**config.mk**
```make
export PLATFORM = sky130hd
export DESIGN_NAME = match_event_capture_flat
export DESIGN_NICKNAME = d
export VERILOG_FILES = /design/src/rtl/match_event_capture_if.sv /design/src/rtl/match_event_capture.sv /design/src/flat_wrapper.sv
export SDC_FILE = /design/constraint.sdc
export NUM_CORES = 1
export LEC_CHECK = 0
export CORE_UTILIZATION = 35
export CTS_BUF_LIST = sky130_fd_sc_hd__clkbuf_2 sky130_fd_sc_hd__clkbuf_4 sky130_fd_sc_hd__clkbuf_8
export DETAILED_ROUTE_END_ITERATION = 8
export GPL_ROUTABILITY_DRIVEN = 0
export PLACE_DENSITY = 0.55
export RECOVER_POWER = 50
export REMOVE_ABC_BUFFERS = 1
export SYNTH_ARGS = -nofsm -noshare
export SYNTH_HDL_FRONTEND = slang
export SYNTH_SLANG_ARGS = --single-unit
```
**constraint.sdc**
```tcl
create_clock -name clk -period 10.7 [get_ports clk]
set_clock_uncertainty 0.2 [all_clocks]
set_input_delay 2.14 -clock clk [delete_from_list [all_inputs] [get_ports clk]]
set_output_delay 2.14 -clock clk [all_outputs]
set_load 0.01 [all_outputs]
```
**src/rtl/match_event_capture_if.sv**
```systemverilog
// Read-side handshake of the match capture FIFO: head entry plus valid/ready.
// The capture block is the master; the downstream reader is the slave.
interface match_event_capture_if #(
    parameter int unsigned WIDTH    = 32,
    parameter int unsigned TS_WIDTH = 32
);
    logic                out_valid;
    logic                out_ready;
    logic [WIDTH-1:0]    out_data;
    logic [TS_WIDTH-1:0] out_ts;

    modport master (output out_valid, output out_data, output out_ts, input out_ready);
    modport slave  (input out_valid, input out_data, input out_ts, output out_ready);
endinterface

```
**src/rtl/match_event_capture.sv**
```systemverilog
// Captures {bus word, timestamp} on each qualified match pulse into a FWFT FIFO,
// with a sticky overflow flag and a saturating drop counter.
module match_event_capture #(
    parameter int unsigned WIDTH    = 32,
    parameter int unsigned TS_WIDTH = 32,
    parameter int unsigned ADDR     = 3
) (
    input  logic                  clk,
    input  logic                  reset,
    input  logic                  enable,
    input  logic                  clear,
    input  logic                  match,
    input  logic [WIDTH-1:0]      data_in,
    match_event_capture_if.master out_bus,
    output logic [ADDR:0]         count,
    output logic                  overflow,
    output logic [7:0]            drop_count
);

    localparam int unsigned Depth  = 2 ** ADDR;
    localparam int unsigned EntryW = WIDTH + TS_WIDTH;

    logic [EntryW-1:0]   mem_q [Depth];
    logic [ADDR-1:0]     wr_ptr_q, wr_ptr_d;
    logic [ADDR-1:0]     rd_ptr_q, rd_ptr_d;
    logic [ADDR:0]       count_q, count_d;
    logic [TS_WIDTH-1:0] ts_q, ts_d;
    logic                overflow_q, overflow_d;
    logic [7:0]          drop_q, drop_d;

    logic                push_req, full, empty, do_pop, do_push, drop;
    logic [EntryW-1:0]   head;

    always_comb begin
        push_req = match & enable;
        // count never exceeds Depth, so its top bit alone means full
        full     = count_q[ADDR];
        empty    = (count_q == '0);
        do_pop   = ~empty & out_bus.out_ready;
        do_push  = push_req & (~full | do_pop);
        drop     = push_req & full & ~do_pop;
    end

    always_comb begin
        wr_ptr_d   = wr_ptr_q;
        rd_ptr_d   = rd_ptr_q;
        count_d    = count_q;
        ts_d       = ts_q;
        overflow_d = overflow_q;
        drop_d     = drop_q;
        if (clear) begin
            wr_ptr_d   = '0;
            rd_ptr_d   = '0;
            count_d    = '0;
            ts_d       = '0;
            overflow_d = 1'b0;
            drop_d     = '0;
        end else begin
            if (enable) ts_d = ts_q + TS_WIDTH'(1);
            if (do_push) wr_ptr_d = wr_ptr_q + ADDR'(1);
            if (do_pop)  rd_ptr_d = rd_ptr_q + ADDR'(1);
            case ({do_push, do_pop})
                2'b10:   count_d = count_q + (ADDR + 1)'(1);
                2'b01:   count_d = count_q - (ADDR + 1)'(1);
                default: count_d = count_q;
            endcase
            if (drop) begin
                overflow_d = 1'b1;
                if (drop_q != 8'hFF) drop_d = drop_q + 8'd1;
            end
        end
    end

    always_ff @(posedge clk or negedge reset) begin
        if (!reset) begin
            wr_ptr_q   <= '0;
            rd_ptr_q   <= '0;
            count_q    <= '0;
            ts_q       <= '0;
            overflow_q <= 1'b0;
            drop_q     <= '0;
        end else begin
            wr_ptr_q   <= wr_ptr_d;
            rd_ptr_q   <= rd_ptr_d;
            count_q    <= count_d;
            ts_q       <= ts_d;
            overflow_q <= overflow_d;
            drop_q     <= drop_d;
        end
    end

    // Storage needs no reset: reads are masked whenever the FIFO is empty.
    always_ff @(posedge clk) begin
        if (do_push && !clear) mem_q[wr_ptr_q] <= {data_in, ts_q};
    end

    always_comb begin
        head              = mem_q[rd_ptr_q];
        out_bus.out_valid = ~empty;
        out_bus.out_data  = empty ? '0 : head[EntryW-1:TS_WIDTH];
        out_bus.out_ts    = empty ? '0 : head[TS_WIDTH-1:0];
    end

    assign count      = count_q;
    assign overflow   = overflow_q;
    assign drop_count = drop_q;

endmodule

```
**src/flat_wrapper.sv**
```systemverilog
// flat-port wrapper written by rule: the top's interface ports become plain ports
module match_event_capture_flat 
#(
    parameter int unsigned WIDTH    = 32,
    parameter int unsigned TS_WIDTH = 32,
    parameter int unsigned ADDR     = 3
)
  (clk, reset, enable, clear, match, data_in, count, overflow, drop_count, out_bus_out_valid, out_bus_out_data, out_bus_out_ts, out_bus_out_ready);
  match_event_capture_if #(.WIDTH(WIDTH), .TS_WIDTH(TS_WIDTH)) out_bus_i ();
  input  logic clk;
  input  logic reset;
  input  logic enable;
  input  logic clear;
  input  logic match;
  input  logic [WIDTH-1:0] data_in;
  output logic [ADDR:0] count;
  output logic overflow;
  output logic [7:0] drop_count;
  output wire logic [$bits(out_bus_i.out_valid)-1:0] out_bus_out_valid;
  output wire logic [$bits(out_bus_i.out_data)-1:0] out_bus_out_data;
  output wire logic [$bits(out_bus_i.out_ts)-1:0] out_bus_out_ts;
  input wire logic [$bits(out_bus_i.out_ready)-1:0] out_bus_out_ready;
  assign out_bus_out_valid = out_bus_i.out_valid;
  assign out_bus_out_data = out_bus_i.out_data;
  assign out_bus_out_ts = out_bus_i.out_ts;
  assign out_bus_i.out_ready = out_bus_out_ready;
  match_event_capture #(.WIDTH(WIDTH), .TS_WIDTH(TS_WIDTH), .ADDR(ADDR)) u_core (.clk(clk), .reset(reset), .enable(enable), .clear(clear), .match(match), .data_in(data_in), .out_bus(out_bus_i), .count(count), .overflow(overflow), .drop_count(drop_count));
endmodule
```
# == Word level (Yosys, flattened, before mapping) ==
# Memory sizes are Yosys's and may differ from the RTL's.
# Cells that the tools add are included.
# W data, S select, Z words.
# op_classes
shifts,0
n_reduce_logical,10
n_div,0
n_mul,0
n_addsub,6
magnitude_cmp,0
n_eq_ne,3
bitwise_logic,9
n_mux,17
# op_table
op,n
$mux W32,4
$add A32 B1 Y32 const B,1
$mux W8,3
$mux W3,4
$reduce_bool A2 Y1,5
$add A8 B1 Y8 const B,1
$ne A8 B8 Y1 const B,1
$pmux W4 S2,1
$add A3 B1 Y3 const B,2
$and A1 B1 Y1,5
$add A4 B1 Y4 const B,1
$logic_not A4 Y1,1
$mux W1,4
$mux W4,1
$sub A4 B1 Y4 const B,1
$not A1 Y1,3
$reduce_bool A3 Y1,1
$eq A2 B1 Y1 const B,1
$eq A2 B2 Y1 const B,1
$reduce_and A2 Y1,1
$logic_and A1 B1 Y1,1
$logic_not A1 Y1,1
$or A1 B1 Y1,1
# totals
romBits,0
input_bits,38
ff_bits,51
ramBits,512
latchBits,0
out_inout_bits,78
elab_cells,52
n_memories,1
# memory_table
name,words,word_bits,read_ports,rd_ports_with_merged_regs,write_ports,line,source
u_core.mem_q,8,64,1,0,1,match_event_capture.sv:23,logic [EntryW-1:0] mem_q [Depth];

# == Depth between registers and ports, before layout ==
# Gate-level depths: netlist (run 1).
# depth
ltp_word,8
ltp_mapped,10

# == Worst setup path after synthesis (run 1) ==
# Ideal clock, no wire load.
# synth_timing
kind,input -> register
startpoint,input port clear
endpoint,"memory u_core.mem_q[6][0] (netlist name), enable pin"
path_stages,3
slack_ps,1163
required_time_ps,9857
arrival_time_ps,8694
setup_ps,643
cell_sequence,clkbuf_1 buf_1 nor4_1
# synth_via
elab_chain_len,4
# synth_lines
item,line,source
"start, declared",flat_wrapper.sv:13,input logic clear;
$logic_not A1 Y1,match_event_capture.sv:94,"if (do_push && !clear) mem_q[wr_ptr_q] <= {data_in, ts_q};"
$logic_and A1 B1 Y1,match_event_capture.sv:94,
$mux W1,match_event_capture.sv:94,
$mux W1 (not written as such),match_event_capture.sv:94,
"end, declared",match_event_capture.sv:23,
# Every way passes these cells.

# == Worst setup path after layout (run 1) ==
# layout_timing
startpoint,register u_core.rd_ptr_q[1]
endpoint,output port out_bus_out_ts[7]
# layout_via
elab_chain_len,2
# layout_lines
item,line,source
"start, declared",match_event_capture.sv:25,"logic [ADDR-1:0] rd_ptr_q, rd_ptr_d;"
"start signal, assigned",match_event_capture.sv:84,rd_ptr_q <= rd_ptr_d;
$mem_v2 Z8 W64,n/a,
$mux W32,match_event_capture.sv:101,out_bus.out_ts = empty ? '0 : head[TS_WIDTH-1:0];
"end, declared",flat_wrapper.sv:21,output wire logic [$bits(out_bus_i.out_ts)-1:0] out_bus_out_ts;
# Every way passes these cells.

==> results.json, run 1 <==
{
  "die_w_um": 252.7,
  "arrival_ns": 4.13,
  "async_flop_share_pct": 9.059,
  "die_h_um": 252.7,
  "cts_tree": "built",
  "drt_iter0_markers": 612,
  "synth_top_area_share_pct": 69.87,
  "yosysUniqueCellTypes": 43,
  "synth_warnings": 0,
  "worst_slew_pin_slew_ns": 3.043,
  "slew_headroom_pct": -102.8,
  "finalCritPeriodShare_pct": 60.47,
  "fmax_ghz": 0.1546,
  "io_buffers": 115,
  "routed_wirelength_um": 47080,
  "p_int_mw": 4.207,
  "overflow": 0,
  "p_leak_nw": 8.166,
  "outcome": "finished with violations",
  "dpl.cell_count": 2005,
  "n_fill_cell": 5559,
  "power_mw": 5.750,
  "vdd_drop_max_mv": 0.1605,
  "place_area_um2": 24210,
  "avgSynthCellArea_um2": 20.32,
  "grt_usage_pct": 15.05,
  "hpwl_um": 23690,
  "critPathRequiredTime_ns": 8.36,
  "violations": "capacitance limit, slew limit",
  "ant_nets": 0,
  "cts_setup_buffers": 0,
  "num_rows": 91,
  "cellPowerDensity_nw_per_um2": 220.0,
  "grt_pass1_vias": 11560,
  "critPathKind": "register to output port",
  "die_area_um2": 63880,
  "worstHoldPathType": "register to register",
  "clkTransAtPathRegs_ns": 0.06,
  "cts-resized-gates": 0,
  "cts.sinks": 563,
  "start_kind": "register",
  "io_pins": 116,
  "hold_buffers": 0,
  "clockRootBuffer": "clkbuf_8",
  "grt_max_degree": 85,
  "fin_nets": 1307,
  "p_sw_mw": 1.543,
  "slew_violations": 75,
  "end_kind": "output port",
  "hold_viol_final": 0,
  "cp_max_fo": 68,
  "synthCells": 1083,
  "tns_ns": 0,
  "clk_latency_ns": 0.68,
  "routed_via_density": 4.925,
  "vias": 10730,
  "fin_cells": 2179,
  "first_pass_iters": 4,
  "synth_area_leaders": "edfxtp_1 70%, mux4_2 13%, dfrtp_1 5.8%, mux2i_1 3.1%, nor2_1 2.0%",
  "hold_slack_ns": 0.3129,
  "yosysSeqAreaShare_pct": 75.67,
  "drc": 0,
  "h-tree-depth": 3,
  "combPwrFrac_pct": 22.3,
  "grt_pass1_wl_um": 71470,
  "setup_violations": 0,
  "antenna_found_initial": 1,
  "fin_crit_ns": 6.470,
  "drive_gt1_share_pct": 24.31,
  "dominantRegCellSynth": "edfxtp_1",
  "coreArea_um2": 61940,
  "clkPwrFrac_pct": 34.4,
  "syn2layout_area_growth_pct": 18.78,
  "synth_top_area_cell": "edfxtp_1",
  "switching_share_pct": 26.83,
  "netlist_area_um2": 22000,
  "initial_core_util_pct": 35.52,
  "cts_max_path_buffers": 3,
  "drv_cap": 2,
  "pwr-share-seq_pct": 43.4,
  "fin_area_um2": 26140,
  "wl_per_cell_um": 21.61,
  "ys_ff_latch": 563,
  "cts_buffers": 93,
  "synth-edff-count": 512,
  "rsz0062_at_grt": "no"
}
[final timing paths]
check / from / end / slack [ns] / cells past startpoint
min in group asynchronous: reset / u_core.ts_q[28] / 2.38 / 2
worst min-delay path: u_core.overflow / u_core.overflow / 0.31 / 2
max in group asynchronous: reset / u_core.rd_ptr_q[0] / 5.79 / 2
worst min register to register: u_core.overflow / u_core.overflow / 0.31 / 2
worst max-delay path: u_core.rd_ptr_q[1] / out_bus_out_ts[7] / 4.23 / 5
worst max register to register: u_core.count[3] / u_core.mem_q[6][60] / 6.79 / 5
[cell type report]
cell class	instances	area, µm²	share of cell area (%)
Tap cell	837	1047	4.007
Sequential cell	563	16660	63.75
Clock buffer	143	1737	6.645
Multi-Input combinational cell	468	5114	19.57
Clock inverter	30	270.3	1.034
Inverter	2	7.507	0.02872
Timing Repair Buffer	135	1296	4.960
Antenna cell	1	2.502	0.009574
[per-layer routing]
layer / share of wire [%] / up-vias / track usage [%]
met4: 1.6 / 0 / 4.416
met3: 3.9 / 69 / 3.337
li1: - / 4738 / -
met1: 45 / 5729 / 19.93
met5: 0 / - / 0
met2: 50 / 195 / 24.80
[registers in the layout, summed over array words and instances (netlist names)]
signal             flops
u_core.drop_count      8
u_core.wr_ptr_q        3
u_core.overflow        1
u_core.count           4
u_core.ts_q           32
u_core.rd_ptr_q        3
u_core.mem_q         512
[synth_stat cells, drive strengths merged, types with 2 or more instances]
master,count
a21oi,11
mux2i,69
o21ai,2
xnor2,12
a31o,2
and2,4
mux2,4
xor2,25
nor2,115
edfxtp,512
nor3b,3
inv,2
buf,28
mux4,128
ha,6
and3,7
nand2b,3
clkbuf,22
nor2b,4
or3,2
nor3,5
and3b,2
nand2,20
a31oi,2
nand3,15
nand4,13
dfrtp,51
nor4,8
[placed cells by master, fill, tap and decap left out, types with 3 or more instances in the layout]
cell type          n
edfxtp_1         512
mux4_2           128
nor2_1           114
clkbuf_8         106
clkdlybuf4s50_1   79
mux2i_1           69
dfrtp_1           48
clkbuf_4          37
dlygate4sd3_1     34
xor2_1            25
nand2_1           20
buf_4             17
nand3_1           15
nand4_1           12
xnor2_1           12
a21oi_1           11
clkinv_1          11
clkinv_2          10
nor4_1             7
and3_1             7
ha_1               6
nor3_1             4
mux2_1             4
nor2b_1            4
bufinv_16          4
nand2b_1           3
nor3b_2            3
and2_1             3
dfrtp_4            3
[through the flow]
stage	util [%]	setup WS [ns]
finish	42.20	4.230
global route	42.20	3.999
floorplan	-	1.304
global placement	39.08	4.799
CTS	42.32	4.027
detailed placement	39.08	4.806
[power groups by stage]
stage	clock [mW]	sequential, mW	combinational (mW)
finish	1.98	2.49	1.28
global route	2.13	2.50	1.39
CTS	2.04	2.50	1.33
detailed placement	0	2.54	1.33
global placement	0	2.54	1.32
floorplan	0	2.56	0.690
[logic make-up (layout without fill, tap and decap cells)]
kind of cell             count (synthesis)  after routing  synth area share (%)
flip-flops                             563            563                 75.67
AND/OR/NAND/NOR                        202            202                 4.396
multiplexers                           201            201                 16.44
buffers and inverters                   52            310                0.9780
XOR/XNOR                                37             37                 1.473
AO/OA/AOI/OAI                           22             22                0.6937
adder cells (fa/ha/maj)                  6              6                0.3412
other                                    0              1                     0
[worst max-delay path, cell delays in order, from the launching register on]
cell	delay, ns
dfrtp_4	1.14
buf_4	0.88
mux4_2	0.36
mux2i_1	0.08
nor2_1	0.29
clkdlybuf4s50_1	0.61
No activity file was read; power rests on OpenSTA's default activity.
==> run 2, diff against run 1 <==
- PLACE_DENSITY: 0.55 -> 0.57
- clock period: 10.7 -> 5.6 ns (I/O delays scaled with it)
==> run 2 against run 1 <==
The run still ends with capacitance limit, slew limit left. Sequential power grew 90%. Combinational power increased by 91%. Worst setup slack got worse by 3.3 ns. Sequential cell count stayed put. Wire length decreased by 2.9%. Via count fell by 0.44%. Total power up 85%. Final cell count is the same. Cell area fell by 0.20%. Non-clock buffer count up 9. Utilization shrank 0.085 points. Critical endpoint is now out_bus_out_ts[24].
==> results.json, run 2 (synthesized netlist as in run 1, its figures left out) <==
{
  "outcome": "finished with violations",
  "violations": "capacitance limit, slew limit",
  "cp_max_fo": 42,
  "initial_core_util_pct": 35.52,
  "hpwl_um": 24400,
  "overflow": 0,
  "cts_tree": "built",
  "cts.sinks": 563,
  "fin_area_um2": 26080,
  "cts_buffers": 91,
  "drc": 0,
  "clkTransAtPathRegs_ns": 0.06,
  "fin_nets": 1314,
  "drive_gt1_share_pct": 23.55,
  "worstHoldPathType": "register to register",
  "first_pass_iters": 5,
  "cpMaxStageDelayCell": "dfrtp_4",
  "num_rows": 91,
  "p_sw_mw": 2.845,
  "final_core_util_pct": 42.11,
  "r2r.worst_path.cells": 10,
  "arrival_ns": 3.36,
  "cts_max_path_buffers": 3,
  "slew_violations": 52,
  "final_cell_mix": "512 x edfxtp_1, 128 x mux4_2, 114 x nor2_1, 96 x clkbuf_8, 79 x clkdlybuf4s50_1",
  "cellPowerDensity_nw_per_um2": 408.1,
  "vias": 10680,
  "worst_slew_pin_slew_ns": 3.084,
  "tns_ns": 0,
  "antenna_found_initial": 0,
  "clkPwrFrac_pct": 32.6,
  "critPathKind": "register to output port",
  "clk_latency_ns": 0.65,
  "die_area_um2": 63880,
  "syn2layout_area_growth_pct": 18.54,
  "ant_nets": 0,
  "grt_pass1_vias": 11510,
  "fin_crit_ns": 4.681,
  "p_int_mw": 7.801,
  "die_w_um": 252.7,
  "grt_max_degree": 66,
  "combPwrFrac_pct": 23.0,
  "max_flop_register": "u_core.mem_q",
  "multiInputGateArea_um2": 5109,
  "rsz0062_at_grt": "no",
  "worstPathCellList": "buf_4 -> buf_4 -> mux4_2 -> mux2i_1 -> nor2_1 -> clkdlybuf4s50_1",
  "fmax_ghz": 0.2136,
  "fin_cells": 2179,
  "dpl.cell_count": 2014,
  "path_common_cell": "buf_4",
  "largest_reg_flops": 512,
  "clockRootBuffer": "clkbuf_8",
  "pwr-share-seq_pct": 44.5,
  "critPathRequiredTime_ns": 4.28,
  "slew_headroom_pct": -105.6,
  "end_kind": "output port",
  "hold_viol_final": 0,
  "routed_via_density": 4.903,
  "vdd_drop_max_mv": 0.4570,
  "n_fill_cell": 5473,
  "drv_cap": 1,
  "critPathMaxStageDelay_ns": 0.86,
  "start_kind": "register",
  "final_common_cell": "edfxtp_1",
  "die_h_um": 252.7,
  "drt_iter0_markers": 636,
  "cts_setup_buffers": 0,
  "hold_buffers": 0,
  "setup_violations": 0,
  "regArea_um2": 16660,
  "coreArea_um2": 61940,
  "wl_per_cell_um": 20.98,
  "io_pins": 116,
  "holdPathStages": 2,
  "finalCritPeriodShare_pct": 83.58,
  "routed_wirelength_um": 45730,
  "n_antenna_cell": 0,
  "cts-resized-gates": 0,
  "switching_share_pct": 26.72,
  "place_area_um2": 24370,
  "p_leak_nw": 8.117,
  "grt_pass1_wl_um": 69890,
  "grt_usage_pct": 14.68,
  "io_buffers": 115,
  "h-tree-depth": 3
}
-- run 2: cell count changes in the layout (fill, tap and decap cells not counted), moves of 2 or more --
cell / before / now
clkbuf_8: 106 / 96
clkinv_8: 2 / 0
clkinvlp_4: 2 / 5
inv_6: 0 / 2
clkbuf_4: 37 / 33
bufinv_16: 4 / 2
clkinv_2: 10 / 7
buf_12: 1 / 9
clkinv_1: 11 / 20
-- run 2: path summary, 6_finish.rpt --
check                                     end                from  slack, ns
min in group asynchronous     u_core.ts_q[27]               reset       1.39
setup reg to reg              u_core.count[3]     u_core.count[0]       2.41
hold reg to reg               u_core.overflow     u_core.overflow       0.32
hold / removal                u_core.overflow     u_core.overflow       0.32
max in group asynchronous  u_core.rd_ptr_q[0]               reset       1.65
setup / recovery           out_bus_out_ts[24]  u_core.rd_ptr_q[1]       0.92
-- run 2: layout make-up --
| class | instances | area share, % |
|---|---|---|
| multi-input cells | 468 | 19.59 |
| clock buffers | 129 | 6.015 |
| inverters | 2 | 0.02878 |
| flip-flops and latches | 563 | 63.88 |
| repair buffers | 144 | 5.612 |
| well taps | 837 | 4.015 |
| clock inverters | 36 | 0.8634 |
-- run 2: power by group through the flow --
stage,registers [mW],logic [mW],clock network [mW]
after floorplan,4.97,1.33,0
after global placement,4.82,2.53,0
after detailed placement,4.82,2.53,0
after CTS,4.74,2.54,3.58
after global routing,4.75,2.67,3.76
final,4.73,2.44,3.47
-- run 2: critical path: cells and delay by family, from the launching register on --
kind | cells | cell delay [ns]
buf+inv | 3 | 1.24
flops | 1 | 0.86
mux | 2 | 0.50
simple gates | 1 | 0.06
-- run 2: metrics by stage --
step / power, mW / hold WS [ns] / setup slack (ns)
after global placement: 7.351 / 0.2928 / 1.470
after global routing: 11.18 / 0.3346 / 0.6846
final: 10.65 / 0.3185 / 0.9193
after floorplan: 6.305 / 0.3308 / -2.776
after detailed placement: 7.357 / 0.2967 / 1.408
after CTS: 10.86 / 0.3282 / 0.7664
-- run 2: per-layer routing --
layer | GRT usage, % | part of all wire [%]
met4 | 4.641 | 1.7
met5 | 0 | 0
met2 | 23.69 | 49
met3 | 3.110 | 4.5
met1 | 19.88 | 45
